--- config.mk ---
export PLATFORM = sky130hd
export DESIGN_NAME = keypad_entry_ctrl_flat
export DESIGN_NICKNAME = d
export VERILOG_FILES = /design/src/rtl/keypad_entry_ctrl_if.sv /design/src/rtl/keypad_entry_ctrl.sv /design/src/flat_wrapper.sv
export SDC_FILE = /design/constraint.sdc
export NUM_CORES = 1
export LEC_CHECK = 0
export CAP_MARGIN = 15
export CORE_UTILIZATION = 40
export DETAILED_ROUTE_END_ITERATION = 10
export GPL_TIMING_DRIVEN = 0
export HOLD_SLACK_MARGIN = 0.05
export PLACE_DENSITY = 0.67
export SLEW_MARGIN = 40
export SYNTH_ARGS = -nofsm -noshare
export SYNTH_HDL_FRONTEND = slang
export SYNTH_SLANG_ARGS = --single-unit
export TNS_END_PERCENT = 1
--- constraint.sdc ---
create_clock -name clk -period 2.3 [get_ports clk]
set_input_delay 0.46 -clock clk [delete_from_list [all_inputs] [get_ports clk]]
set_output_delay 0.46 -clock clk [all_outputs]
set_load 0.01 [all_outputs]
--- src/rtl/keypad_entry_ctrl_if.sv ---
// Keypad entry controller signal bundle: key events and CPU handshake in,
// nibble select, echo value and committed data out.
interface keypad_entry_ctrl_if;
  logic        key_valid;
  logic [3:0]  key_code;
  logic        cpu_ack;
  logic [1:0]  kbrps;
  logic [15:0] entry_value;
  logic [2:0]  digit_cnt;
  logic        data_ready;
  logic [15:0] data_out;
  logic        overrun;

  modport master (
    output key_valid, key_code, cpu_ack,
    input  kbrps, entry_value, digit_cnt, data_ready, data_out, overrun
  );

  modport slave (
    input  key_valid, key_code, cpu_ack,
    output kbrps, entry_value, digit_cnt, data_ready, data_out, overrun
  );
endinterface

--- src/rtl/keypad_entry_ctrl.sv ---
// Multi-digit hex keypad entry sequencer with CPU ready/ack handoff.
// Optional backspace key enabled by defining KEYPAD_BKSP_EN.
module keypad_entry_ctrl #(
  parameter logic [3:0] COMMIT_KEY = 4'hE,
  parameter logic [3:0] CLEAR_KEY  = 4'hF
`ifdef KEYPAD_BKSP_EN
  ,
  parameter logic [3:0] BKSP_KEY   = 4'hD
`endif
) (
  input logic                 clk,
  input logic                 rst,
  keypad_entry_ctrl_if.slave  kif
);

  localparam int unsigned VAL_W = 16;
  localparam int unsigned CNT_W = 3;

  typedef enum logic [1:0] {
    IDLE  = 2'd0,
    ENTRY = 2'd1,
    FULL  = 2'd2
  } state_t;

  state_t             state_q, state_d;
  logic [CNT_W-1:0]   cnt_q, cnt_d;
  logic [VAL_W-1:0]   entry_q, entry_d;
  logic [VAL_W-1:0]   dout_q, dout_d;
  logic               ready_q, ready_d;
  logic               ovr_q, ovr_d;
  logic [1:0]         kbrps_q, kbrps_d;
  logic [1:0]         idx;

  // State and datapath registers
  always_ff @(posedge clk or negedge rst) begin
    if (!rst) begin
      state_q <= IDLE;
      cnt_q   <= '0;
      entry_q <= '0;
      dout_q  <= '0;
      ready_q <= 1'b0;
      ovr_q   <= 1'b0;
      kbrps_q <= 2'b00;
    end else begin
      state_q <= state_d;
      cnt_q   <= cnt_d;
      entry_q <= entry_d;
      dout_q  <= dout_d;
      ready_q <= ready_d;
      ovr_q   <= ovr_d;
      kbrps_q <= kbrps_d;
    end
  end

  // Next-state and datapath update; ack is applied before a same-cycle commit
  always_comb begin
    state_d = state_q;
    cnt_d   = cnt_q;
    entry_d = entry_q;
    dout_d  = dout_q;
    ready_d = ready_q;
    ovr_d   = ovr_q;
    idx     = cnt_q[1:0];

    if (kif.cpu_ack) ready_d = 1'b0;

    case (state_q)
      IDLE, ENTRY, FULL: begin
        if (kif.key_valid) begin
          if (kif.key_code == CLEAR_KEY) begin
            entry_d = '0;
            cnt_d   = '0;
            state_d = IDLE;
          end else if (kif.key_code == COMMIT_KEY) begin
            if (state_q != IDLE) begin
              if (ready_d) begin
                ovr_d = 1'b1;
              end else begin
                dout_d  = entry_q;
                ready_d = 1'b1;
              end
              entry_d = '0;
              cnt_d   = '0;
              state_d = IDLE;
            end
          end
`ifdef KEYPAD_BKSP_EN
          else if (kif.key_code == BKSP_KEY) begin
            if (state_q != IDLE) begin
              idx                      = 2'(cnt_q - 3'd1);
              entry_d[{idx, 2'b00} +: 4] = 4'h0;
              cnt_d                    = cnt_q - 3'd1;
              state_d                  = (cnt_d == 3'd0) ? IDLE : ENTRY;
            end
          end
`endif
          else if (state_q != FULL) begin
            entry_d[{idx, 2'b00} +: 4] = kif.key_code;
            cnt_d   = cnt_q + 3'd1;
            state_d = (cnt_q == 3'd3) ? FULL : ENTRY;
          end
        end
      end
      default: begin
        state_d = IDLE;
        cnt_d   = '0;
        entry_d = '0;
      end
    endcase

    kbrps_d = (cnt_d == 3'd4) ? 2'b11 : cnt_d[1:0];
  end

  assign kif.kbrps       = kbrps_q;
  assign kif.entry_value = entry_q;
  assign kif.digit_cnt   = cnt_q;
  assign kif.data_ready  = ready_q;
  assign kif.data_out    = dout_q;
  assign kif.overrun     = ovr_q;

endmodule

--- src/flat_wrapper.sv ---
// flat-port wrapper written by rule: the top's interface ports become plain ports
module keypad_entry_ctrl_flat 
#(
  parameter logic [3:0] COMMIT_KEY = 4'hE,
  parameter logic [3:0] CLEAR_KEY  = 4'hF

)
  (clk, rst, kif_key_valid, kif_key_code, kif_cpu_ack, kif_kbrps, kif_entry_value, kif_digit_cnt, kif_data_ready, kif_data_out, kif_overrun);
  keypad_entry_ctrl_if kif_i ();
  input logic clk;
  input logic rst;
  input wire logic [$bits(kif_i.key_valid)-1:0] kif_key_valid;
  input wire logic [$bits(kif_i.key_code)-1:0] kif_key_code;
  input wire logic [$bits(kif_i.cpu_ack)-1:0] kif_cpu_ack;
  output wire logic [$bits(kif_i.kbrps)-1:0] kif_kbrps;
  output wire logic [$bits(kif_i.entry_value)-1:0] kif_entry_value;
  output wire logic [$bits(kif_i.digit_cnt)-1:0] kif_digit_cnt;
  output wire logic [$bits(kif_i.data_ready)-1:0] kif_data_ready;
  output wire logic [$bits(kif_i.data_out)-1:0] kif_data_out;
  output wire logic [$bits(kif_i.overrun)-1:0] kif_overrun;
  assign kif_i.key_valid = kif_key_valid;
  assign kif_i.key_code = kif_key_code;
  assign kif_i.cpu_ack = kif_cpu_ack;
  assign kif_kbrps = kif_i.kbrps;
  assign kif_entry_value = kif_i.entry_value;
  assign kif_digit_cnt = kif_i.digit_cnt;
  assign kif_data_ready = kif_i.data_ready;
  assign kif_data_out = kif_i.data_out;
  assign kif_overrun = kif_i.overrun;
  keypad_entry_ctrl #(.COMMIT_KEY(COMMIT_KEY), .CLEAR_KEY(CLEAR_KEY)) u_core (.clk(clk), .rst(rst), .kif(kif_i));
endmodule
==> flow_results.org <==
** Global routing
- In the global route stage, overall resource usage came out at 0.169.
- Global routing finished with a remaining overflow of 0.
- Maximum number of pins on one net before global-route repair :: 42
- Number of antenna violations at the first check in global routing :: 0
- Global-route wire length before repair :: 6670 um
- The via count of the first global-routing pass came to 1401.

** Critical path
- Critical-path maximum fanout :: 10
- Required time of the critical path :: 2.47 ns
- CP Class :: primary input to register
- Launching element type of the critical path :: primary input
- The worst setup path is captured at a register.
- For the worst setup path, the data arrival time is 2.36 ns.

** STA
- Clock skew on the completed layout was measured at 0.00247 ns.
- Hold WS :: 0.140 ns
- After layout, the worst setup slack is 0.118 ns.
- Worst-case headroom to the max-slew limit :: 0.506
- In the finished design, the share of the clock period the worst path needs comes to 0.949.
- Final Slew Violations :: 0
- RSZ-0062 raised after global routing :: no
- F_max :: 458 MHz
- The worst path needs 2.18 ns of the cycle, external delays included.
- Setup violations remaining at the end of the flow were counted as 0.
- Worst Max-Slew Pin Slew :: 0.730 ns
- The number of hold violations in the final report was 0.

** Logic synthesis
- Counting every instance in the synthesized netlist gives 174.
- Xor/xnor cell area share of the yosys netlist :: 0.00456
- Post-synthesis mux area share :: 0.118
- The mapped netlist covers 1920 um2.
- Count of warnings emitted by yosys :: 0
- For this run, the register share of the synthesized area comes to 0.534.
- Average footprint of a synthesized cell :: 11.0 um2
- After synthesis, the largest family of logic cells by area is simple AND/OR/NAND/NOR gates.
- The largest total area in the synthesized netlist belongs to sky130_fd_sc_hd__dfrtp_1.
- The synthesized netlist contains 36 unique library cells.
- Synthesis produced a netlist with a net count of 188.
- Of the post-synthesis cell area, the dominant cell type holds 0.534.
- Of the total synthesized cell area, the portion taken by AND, OR, NAND and NOR gates is 0.150.
- The synthesized design contains 41 register bits.
- Synthesized-area fraction occupied by ao, oa, aoi and oai cells :: 0.118
- By area the synthesized netlist is led by sky130_fd_sc_hd__dfrtp_1, sky130_fd_sc_hd__mux2_4, sky130_fd_sc_hd__nand2_1.
- Of the total synthesized cell area, the portion taken by full adders, half adders and majority gates is 0.0391.

** Finish
- For this run, the post-layout net count is 241.
- Synth-to-layout area growth :: 34.4%
- Layout cell share with drive strength beyond 1 :: 0.154
- With fillers left out, the area of the finished cells amounts to 2580 um2.
- Number of antenna diodes :: 0
- Layout fillers :: 405

** Clock network
- In this run the clock root is driven by a sky130_fd_sc_hd__clkbuf_8.
- CTS buffer count :: 5
- The clock passes through at most 2 buffers.
- H-tree depth :: 2
- TritonCTS built the clock tree.
- Reg clk slew, reported paths :: 0.08 ns
- Latest clock arrival within the worst-skew pair :: 0.29 ns
- The clock drives 41 sinks.
- Post-CTS Repair Setup Buffers :: 0

** Route
- Vias per Instance :: 5.24
- Detailed Route Iter0 Violations :: 89
- Vias post-DR :: 1466
- Drt wl/cell :: 14.0 um
- After detailed routing, the number of remaining DRC violations is 3.
- Before antenna repair, the detailed router went through 7 iterations.
- Final WL :: 3930 um
- Number of nets with antenna violations after routing :: 0

** Die
- Number of rows in the core area :: 24
- The die is 71.3 um wide.
- Top-level I/O count :: 47
- Core area :: 4470 um2
- For this configuration, the core starts out at a cell density of 0.430.
- The die is 71.3 um tall.
- Total die area :: 5090 um2

** Status
- The checks that failed: design-rule violations.
- Result of the run :: complete, but fails checks

** Power
- Across the VDD grid, the largest voltage drop is 0.474 mV.
- Leak Pwr :: 1.13 nW
- Pwr per Cell Area :: 1040 nW/um2

** Hold path
- Worst min-delay path class :: primary input to async pin

** Flow run
- The tool flagged a number of max-cap violations equal to 0.

** Place
- Once detailed placement completed, the half-perimeter wirelength came to 2890 um.
- The count of buffers added on input and output ports is 46.
- Global placer's final weighted congestion :: 0.857
- Post-placement cell area :: 2440 um2
- OpenSTA, run right after detailed placement, puts the worst setup slack at -0.488 ns.
==> worst max-delay path: stages <==
cell and delay [ns]:
sky130_fd_sc_hd__dlygate4sd2_1 0.36, sky130_fd_sc_hd__and3_1 0.20, sky130_fd_sc_hd__buf_4 0.14, sky130_fd_sc_hd__nand2_2 0.07, sky130_fd_sc_hd__or3_4 0.39, sky130_fd_sc_hd__nor2b_2 0.13
sky130_fd_sc_hd__buf_6 0.15, sky130_fd_sc_hd__buf_12 0.15, sky130_fd_sc_hd__mux2_4 0.30
==> cell usage in the layout, fill, tap and decap left out, types with 3 or more instances in the layout <==
cell type and count:
sky130_fd_sc_hd__o211ai_1 3, sky130_fd_sc_hd__ha_1 6, sky130_fd_sc_hd__clkbuf_1 4, sky130_fd_sc_hd__o21ai_0 17
sky130_fd_sc_hd__clkbuf_8 6, sky130_fd_sc_hd__a21oi_1 5, sky130_fd_sc_hd__nor3_1 4, sky130_fd_sc_hd__nand2_1 37
sky130_fd_sc_hd__dlygate4sd2_1 3, sky130_fd_sc_hd__nor2_1 7, sky130_fd_sc_hd__mux2_2 6, sky130_fd_sc_hd__o311ai_2 3
sky130_fd_sc_hd__inv_1 5, sky130_fd_sc_hd__clkdlybuf4s50_1 42, sky130_fd_sc_hd__dfrtp_1 41, sky130_fd_sc_hd__mux2_4 10
==> cells by family after synthesis <==
family / Yosys count
mux: 17
xor+xnor: 1
buf+inv: 11
compound gates: 36
fa+ha+maj: 6
flops: 41
simple gates: 62
==> area by class of cell <==
cell class                 instances  area [um2]  area share
buffer                             6        50.0      0.0194
clock buffer                       7        86.3      0.0334
clock inverter                     1        30.0      0.0116
inverter                           5        18.8     0.00726
multi-input combinational        122         853       0.330
sequential                        41        1030       0.397
tap                               52        65.1      0.0252
timing repair buffer              46         454       0.176
==> final timing paths <==
path,start,end,slack [ns],depth (start not counted)
worst min-delay path,rst,u_core.kif.entry_value[4],0.14,1
max in group asynchronous,rst,u_core.kif.data_out[13],1.81,1
worst max-delay path,kif_key_code[3],u_core.kif.data_out[5],0.12,9
worst min register to register,u_core.kif.overrun,u_core.kif.overrun,0.48,1
min in group clk,u_core.kif.overrun,u_core.kif.overrun,0.48,1
worst max register to register,u_core.state_q[0],u_core.kif.entry_value[6],0.34,6
==> sequential cells by signal, indices dropped and copies added, names as in the netlist <==
| signal | count |
|---|---|
| u_core.kif.kbrps | 2 |
| u_core.state_q | 2 |
| u_core.kif.data_ready | 1 |
| u_core.kif.data_out | 16 |
| u_core.kif.overrun | 1 |
| u_core.kif.entry_value | 16 |
| u_core.kif.digit_cnt | 3 |
==> per-stage QoR <==
step | setup TNS, ns | power [mW] | utilization | instances
6_report | 0 | 2.68 | 0.577 | 280
5_1_grt | 0 | 2.86 | 0.577 | 280
4_1_cts | 0 | 2.69 | 0.574 | 280
3_5_place_dp | -14.07 | 2.07 | 0.546 | 272
3_3_place_gp | -24.97 | 2.06 | 0.547 | 272
2_1_floorplan | 0 | 1.62 | - | 174
==> report_power, final <==
part	leakage, nW	switching [mW]	internal (mW)
registers	0.559	0.119	0.880
clock network	0.0585	0.238	0.354
logic	0.509	0.545	0.544
==> repair_timing <==
| action | 4_1_cts | 5_1_grt |
|---|---|---|
| hold endpoints to repair | 0 | 0 |
| gates resized for setup | 5 | 1 |
| endpoints found under the setup margin | 33 | 1 |
| cloned | 0 | 0 |
| hold buffers | 0 | 0 |
==> layer usage <==
metal,wire [um],GRT usage
met1,1840,0.218
met5,0,0
met4,41,0.0511
met3,190,0.0380
met2,1850,0.283
==> cell usage after synthesis <==
| cell | count |
|---|---|
| sky130_fd_sc_hd__nand2_2 | 1 |
| sky130_fd_sc_hd__mux2_2 | 6 |
| sky130_fd_sc_hd__clkbuf_1 | 3 |
| sky130_fd_sc_hd__mux2i_1 | 1 |
| sky130_fd_sc_hd__o22a_1 | 1 |
| sky130_fd_sc_hd__a32o_1 | 1 |
| sky130_fd_sc_hd__xnor2_1 | 1 |
| sky130_fd_sc_hd__o221ai_1 | 1 |
| sky130_fd_sc_hd__and4b_1 | 1 |
| sky130_fd_sc_hd__o311ai_1 | 4 |
| sky130_fd_sc_hd__nand3_1 | 2 |
| sky130_fd_sc_hd__and3_1 | 1 |
| sky130_fd_sc_hd__dfrtp_1 | 41 |
| sky130_fd_sc_hd__and2_1 | 1 |
| sky130_fd_sc_hd__o31ai_1 | 1 |
| sky130_fd_sc_hd__buf_12 | 1 |
| sky130_fd_sc_hd__mux2_4 | 10 |
| sky130_fd_sc_hd__nor2_1 | 7 |
| sky130_fd_sc_hd__a21oi_1 | 5 |
| sky130_fd_sc_hd__a31o_2 | 1 |
| sky130_fd_sc_hd__o21ai_0 | 17 |
| sky130_fd_sc_hd__inv_1 | 5 |
| sky130_fd_sc_hd__nand4b_1 | 1 |
| sky130_fd_sc_hd__nor2b_2 | 1 |
| sky130_fd_sc_hd__nand3b_1 | 1 |
| sky130_fd_sc_hd__nor3_1 | 4 |
| sky130_fd_sc_hd__o21bai_1 | 2 |
| sky130_fd_sc_hd__o211ai_1 | 3 |
| sky130_fd_sc_hd__buf_4 | 1 |
| sky130_fd_sc_hd__or3_4 | 1 |
| sky130_fd_sc_hd__ha_1 | 6 |
| sky130_fd_sc_hd__nand2_1 | 37 |
| sky130_fd_sc_hd__nor2b_1 | 1 |
| sky130_fd_sc_hd__nand2b_1 | 2 |
| sky130_fd_sc_hd__nor4bb_1 | 1 |
| sky130_fd_sc_hd__buf_6 | 1 |
(Power assumes the default switching activity.)
